`src/rtl/chiptune_pkg.sv`:
```
// Shared definitions for the chiptune mixer: modulator mode encodings and
// small width/saturation helpers.
package chiptune_pkg;

    localparam logic MODE_PWM = 1'b0;
    localparam logic MODE_SD  = 1'b1;

    // Width of an index over n items, never less than one bit.
    function automatic int clog2_min1(input int n);
        return (n <= 2) ? 1 : $clog2(n);
    endfunction

    // Clamp an unsigned value to the largest number representable in width bits.
    function automatic logic [31:0] sat_u(input logic [31:0] value, input int width);
        logic [31:0] lim;
        lim = (32'd1 << width) - 32'd1;
        return (value > lim) ? lim : value;
    endfunction

endpackage

```
`src/rtl/chiptune_pwm_mod.sv`:
```
// 1-bit audio modulator: PWM with period-aligned duty update, or first-order
// sigma-delta; both restart cleanly whenever the mode input changes.
module chiptune_pwm_mod
    import chiptune_pkg::*;
#(
    parameter int OUT_W = 8
) (
    input  logic             i_clk,
    input  logic             i_rst,
    input  logic             i_mode,
    input  logic [OUT_W-1:0] i_dac,
    output logic             o_pwm
);

    logic             r_mode;
    logic [OUT_W-1:0] r_cnt;
    logic [OUT_W-1:0] r_duty;
    logic [OUT_W:0]   r_acc;
    logic             r_pwm;
    logic             w_mode_chg;
    logic [OUT_W:0]   w_acc_nxt;

    assign w_mode_chg = (i_mode != r_mode);
    assign w_acc_nxt  = {1'b0, r_acc[OUT_W-1:0]} + {1'b0, i_dac};

    always_ff @(posedge i_clk) begin
        if (i_rst) begin
            r_mode <= MODE_PWM;
            r_cnt  <= '0;
            r_duty <= '0;
            r_acc  <= '0;
            r_pwm  <= 1'b0;
        end else begin
            r_mode <= i_mode;
            if (w_mode_chg) begin
                r_cnt  <= '0;
                r_duty <= '0;
                r_acc  <= '0;
                r_pwm  <= 1'b0;
            end else if (r_mode == MODE_PWM) begin
                r_cnt <= r_cnt + 1'b1;
                // Duty only changes on the last count so a period is never split.
                if (&r_cnt)
                    r_duty <= i_dac;
                r_pwm <= (r_cnt < r_duty);
            end else begin
                r_acc <= w_acc_nxt;
            end
        end
    end

    // Forced low during the cycle the mode flips so the old mode never leaks out.
    always_comb begin
        o_pwm = 1'b0;
        if (!w_mode_chg)
            o_pwm = (r_mode == MODE_SD) ? r_acc[OUT_W] : r_pwm;
    end

endmodule

```
`src/rtl/chiptune_mixer_pwm.sv`:
```
// N-voice mixer: per-channel volume/mute, sum, master gain with saturation,
// sticky clip flag, and a 1-bit PWM / sigma-delta audio output.
module chiptune_mixer_pwm
    import chiptune_pkg::*;
#(
    parameter int NUM_CH   = 4,
    parameter int SAMPLE_W = 4,
    parameter int VOL_W    = 4,
    parameter int OUT_W    = 8
) (
    input  logic                         i_clk,
    input  logic                         i_rst,
    input  logic                         i_sample_valid,
    input  logic [NUM_CH*SAMPLE_W-1:0]   i_sample_in,
    input  logic [NUM_CH*VOL_W-1:0]      i_volume,
    input  logic [NUM_CH-1:0]            i_mute,
    input  logic [1:0]                   i_gain,
    input  logic                         i_mode,
    input  logic                         i_clip_clr,
    output logic [OUT_W-1:0]             o_dac,
    output logic                         o_dac_valid,
    output logic                         o_pwm,
    output logic                         o_clip
);

    localparam int P      = SAMPLE_W + VOL_W;
    localparam int S      = P + ((NUM_CH > 1) ? $clog2(NUM_CH) : 0);
    localparam int M_W    = S + 3;
    localparam int STAGES = 3;

    logic [NUM_CH-1:0][P-1:0] w_prod;
    logic [NUM_CH-1:0][P-1:0] r_prod;
    logic [STAGES:1]          r_vld_pipe;
    logic [1:0]               r_gain1;
    logic [1:0]               r_gain2;
    logic [S-1:0]             w_sum;
    logic [S-1:0]             r_sum;
    logic [M_W-1:0]           w_m;
    logic [OUT_W-1:0]         w_sat;
    logic                     w_ovf;
    logic [OUT_W-1:0]         r_dac;
    logic                     r_clip;

    for (genvar g = 0; g < NUM_CH; g++) begin : g_lane
        logic [SAMPLE_W-1:0] w_s;
        logic [VOL_W-1:0]    w_v;
        assign w_s       = i_sample_in[g*SAMPLE_W +: SAMPLE_W];
        assign w_v       = i_volume[g*VOL_W +: VOL_W];
        assign w_prod[g] = i_mute[g] ? '0 : P'(w_s) * P'(w_v);
    end

    always_comb begin
        w_sum = '0;
        for (int i = 0; i < NUM_CH; i++)
            w_sum = w_sum + S'(r_prod[i]);
    end

    // Gain shift first, then drop to the DAC resolution; the 3 spare bits catch overflow.
    assign w_m   = (M_W'(r_sum) << r_gain2) >> (S - OUT_W);
    assign w_sat = OUT_W'(sat_u(32'(w_m), OUT_W));
    assign w_ovf = (w_m > M_W'((1 << OUT_W) - 1));

    always_ff @(posedge i_clk) begin
        if (i_rst) begin
            r_vld_pipe <= '0;
            r_prod     <= '0;
            r_gain1    <= '0;
            r_gain2    <= '0;
            r_sum      <= '0;
            r_dac      <= '0;
            r_clip     <= 1'b0;
        end else begin
            r_vld_pipe <= {r_vld_pipe[STAGES-1:1], i_sample_valid};
            if (i_sample_valid) begin
                r_prod  <= w_prod;
                r_gain1 <= i_gain;
            end
            if (r_vld_pipe[1]) begin
                r_sum   <= w_sum;
                r_gain2 <= r_gain1;
            end
            if (r_vld_pipe[2])
                r_dac <= w_sat;
            if (r_vld_pipe[2] && w_ovf)
                r_clip <= 1'b1;
            else if (i_clip_clr)
                r_clip <= 1'b0;
        end
    end

    assign o_dac       = r_dac;
    assign o_dac_valid = r_vld_pipe[STAGES];
    assign o_clip      = r_clip;

    chiptune_pwm_mod #(
        .OUT_W (OUT_W)
    ) u_mod (
        .i_clk  (i_clk),
        .i_rst  (i_rst),
        .i_mode (i_mode),
        .i_dac  (r_dac),
        .o_pwm  (o_pwm)
    );

endmodule

```
`config.mk`:
```
export PLATFORM = sky130hd
export DESIGN_NAME = chiptune_mixer_pwm
export DESIGN_NICKNAME = d
export VERILOG_FILES = /design/src/rtl/chiptune_pkg.sv /design/src/rtl/chiptune_pwm_mod.sv /design/src/rtl/chiptune_mixer_pwm.sv
export SDC_FILE = /design/constraint.sdc
export NUM_CORES = 1
export LEC_CHECK = 0
export ABC_AREA = 1
export BUFFER_PORTS_ARGS = -buffer_cell sky130_fd_sc_hd__clkbuf_2
export CAP_MARGIN = 20
export CORE_MARGIN = 1
export CORE_UTILIZATION = 66
export DETAILED_ROUTE_END_ITERATION = 10
export PLACE_DENSITY = 0.87
export SLEW_MARGIN = 20
export SYNTH_ARGS = -nofsm -noshare
export SYNTH_HDL_FRONTEND = slang
export SYNTH_SLANG_ARGS = --single-unit
```
`constraint.sdc`:
```
create_clock -name i_clk -period 4.8 [get_ports i_clk]
set_clock_uncertainty 0.05 [all_clocks]
set_input_delay 0.24 -clock i_clk [delete_from_list [all_inputs] [get_ports i_clk]]
set_output_delay 0.24 -clock i_clk [all_outputs]
set_load 0.1 [all_outputs]
```
==> metrics.md <==
| Metric | Value |
|---|---|
| Status | complete, no violations |
| Initial antenna violation count | 0 |
| Drt wl/cell | between 10 and 15 µm |
| Buffers on Ports | 53 |
| Overall Global Routing Usage | 28.7% |
| Maximum VDD drop | 0.136 mV |
| Tmin final | 2.78 ns |
| Clk root buf | clkbuf_8 |
| Worst-Margin Slew | 0.747 ns |
| GP Congestion | 0.922 |
| Worst setup SP type | register |
| Postcts setup bufs | 0 |
| Skew-Pair Late Insertion Delay | 0.37 ns |
| Final worst slack | 2.02 ns |
| Via-to-Cell Ratio | 5.21 |
| CP startpoint | r_prod[1]$_SDFFE_PP0P_ |
| Kind of critical path | reg -> reg |
| Power per cell area | 246 nW/µm² |
| Highest routed layer | met4 |
| Post-synth net total | between 1,000 and 1,500 |
| # IOs | 54 |
| Core area | 9370 µm² |
| Max-cap violations | 0 |
| CTS H-Tree Depth | 3 |
| ANT nets after route | 0 |
| Synth Instances | 924 |
| Vias in the first global route | 5,455 |
| Kind of end point of the critical path | register |
| Final Cycle Share | 57.8% |
| CTS clk-pin slew, worst paths | 0.11 ns |
| Synth Warn # | 0 |
| Final slew viol count | 0 |
| Most numerous cell in the Yosys netlist | nand2_1 |
| EDFF count, synth | 0 |
| Layout cells sized above 1 | ~8.7% |
| Seq/Total Area, Yosys | 26.3% |
| Synth area leaders | dfxtp_1, ha_1, nand2_1 |
| Final net count | 1,118 |
| Worst Path Arrival | 2.99 ns |
| First-pass GRT wire length | 23,200 µm |
| Pin count of the biggest net entering global routing | 45 |
| Die area | 10,200 µm² |
| Final Non-Filler Cells | 1,103 |
| CTS tree | done |
| WL met1 | 6000 µm |
| Final WL | 13,000 µm |
| N_diodes | 0 |
| Cell Area, Synth | 6470 µm² |
| RSZ-0062 raised after global routing | no |
| Post-synthesis cell type count | 33 |
| Die Height | 101 µm |
| Pre-CTS WS | approximately 2.0 ns |
| Syn avg cell area | 7.00 µm² |
| Die W | 101 µm |
| Commonest cells post-synth | nand2_1, inv_1, a21oi_1 |
| Worst R2R End | r_sum[5]$_SDFFE_PP0P_ |
| CP required | around 5.0 ns |
| Leakage Power | 3.85 nW |
| Met3 WL | 493 µm |
| WHS Path Cells | 3 |
| Row cnt | 35 |
| CP endpoint | r_sum[5]$_SDFFE_PP0P_ |
| Worst min path class | in -> reg |
| P&R area growth vs syn | 8.32% |
| CTS buffer count | 9 |
| Max FO, Critical Path | 3 |
| Final setup vio count | 0 |
| Starting DRC count in detailed routing | 230 |
| Metal2 WL | between 6000 and 7000 µm |
| Max_slew headroom | 50.1% |
| Synth area leader | dfxtp_1 |
| Dpl cells | 1,086 |
| Synth Register Bits | 85 |
| Starting Density | 69.0% |
| Async SR Flop Fraction | 0% |
| Max Fclk | 360 MHz |
| Hold Vio Cnt, Final | 0 |
| CTS sink count | between 80 and 90 |
| Via count | 5,750 |
| CTS max path bufs | 2 |
| Drt pass-1 iters | 5 |
| Grt total ovfl | 0 |
| Setup TNS Final | 0 ns |
| Post-synth top flop | dfxtp_1 |
| DP HPWL | around 10,000 µm |
| Synth top area share | 26.3% |
| Drt drc | 0 |
| R2R Setup Slk | 2.02 ns |
| R2r startpoint | r_prod[1]$_SDFFE_PP0P_ |
| R2R cell count | 11 |
[placed cells by master (no fill, tap or decap)]
cell,count
nand3_2,1
inv_8,3
nand2_1,224
nand2_2,1
clkinv_4,2
nor3_1,4
nor2_2,1
inv_1,202
xor2_1,6
nand3_1,47
a31oi_1,4
a211oi_1,2
fa_1,33
inv_6,1
clkinv_8,1
dlygate4sd3_1,1
o21ai_1,4
nand4_1,12
nor3_4,1
or2_2,1
o21a_1,2
clkinv_1,1
and3_1,1
ha_1,73
nor2_1,45
dfxtp_1,85
a21oi_1,91
nor3_2,1
buf_4,2
nor2_4,2
o21ai_2,2
o21ai_0,47
clkbuf_2,53
clkbuf_8,9
a2bb2oi_1,4
o31ai_1,1
inv_2,4
[flip-flops by register name (all words and copies together), names as in the netlist]
name,count
u_mod.r_acc,9
o_clip,1
r_gain2,2
o_dac,8
u_mod.r_mode,1
u_mod.r_cnt,8
u_mod.r_duty,8
r_prod,32
r_gain1,2
r_vld_pipe,3
u_mod.r_pwm,1
r_sum,10
[per-stage QoR]
step           hold WS, ns  area (µm²)  power [mW]  utilization (%)
4_1_cts             0.0335        7010        1.73             74.8
2_1_floorplan        0.293        6470        1.11                -
6_report            0.0405        7010        1.72             74.8
5_1_grt             0.0484        7010        1.84             74.8
3_3_place_gp         0.388        6800        1.21             72.5
3_5_place_dp         0.396        6800        1.22             72.5
[worst max-delay path: stages, from the launching register on]
cell and delay, ns:
dfxtp_1 0.34, inv_1 0.06, fa_1 0.53, inv_1 0.05, fa_1 0.45, ha_1 0.25
fa_1 0.43, nand3_1 0.09, nand3_1 0.08, xor2_1 0.15, o21ai_0 0.14, inv_1 0.05
[cells by family after synthesis]
group                      Yosys count  synth area share (%)
AOI/OAI and AO/OA                  157                  12.8
xor gates and xnor gates             6                 0.812
DFF                                 85                  26.3
and+or+nand+nor                    341                  22.0
buffers and inverters              229                  13.8
adders and majority gates          106                  24.3
[power breakdown]
| part | internal (mW) | switching, mW |
|---|---|---|
| Sequential | 0.736 | 0.0290 |
| Combinational | 0.162 | 0.281 |
| Clock | 0.207 | 0.306 |
[metal layers]
layer | up-vias | GRT usage (%)
li1 | 2978 | -
met1 | 2613 | 35.5
met2 | 134 | 50.3
met3 | 25 | 4.30
met4 | 0 | 11.3
met5 | - | 0
[how the worst min path moves through the flow]
stage                         endpoint       start  slack, ns
2_1_floorplan      o_clip$_SDFFE_PP0P_  i_clip_clr       0.29
3_3_place_gp       o_clip$_SDFFE_PP0P_  i_clip_clr       0.39
3_5_place_dp       o_clip$_SDFFE_PP0P_  i_clip_clr       0.40
4_1_cts        r_gain1[0]$_SDFFE_PP0P_   i_gain[0]       0.03
5_1_grt        u_mod.r_mode$_SDFF_PP0_      i_mode       0.05
6_report       u_mod.r_mode$_SDFF_PP0_      i_mode       0.04
[timing repair]
action | in CTS | in global routing
gates resized for setup | 0 | 0
hold buffers | 1 | 0
hold endpoints to repair | 1 | 0
[area by class of cell]
class	instances	area (µm²)
clock buffer	9	124
clock inverter	7	76.3
fill	775	2360
inverter	207	777
multi-input combinational	610	3880
sequential	85	1700
tap	129	161
timing repair buffer	56	290
Note: power is estimated with default switching activity, not from simulation.
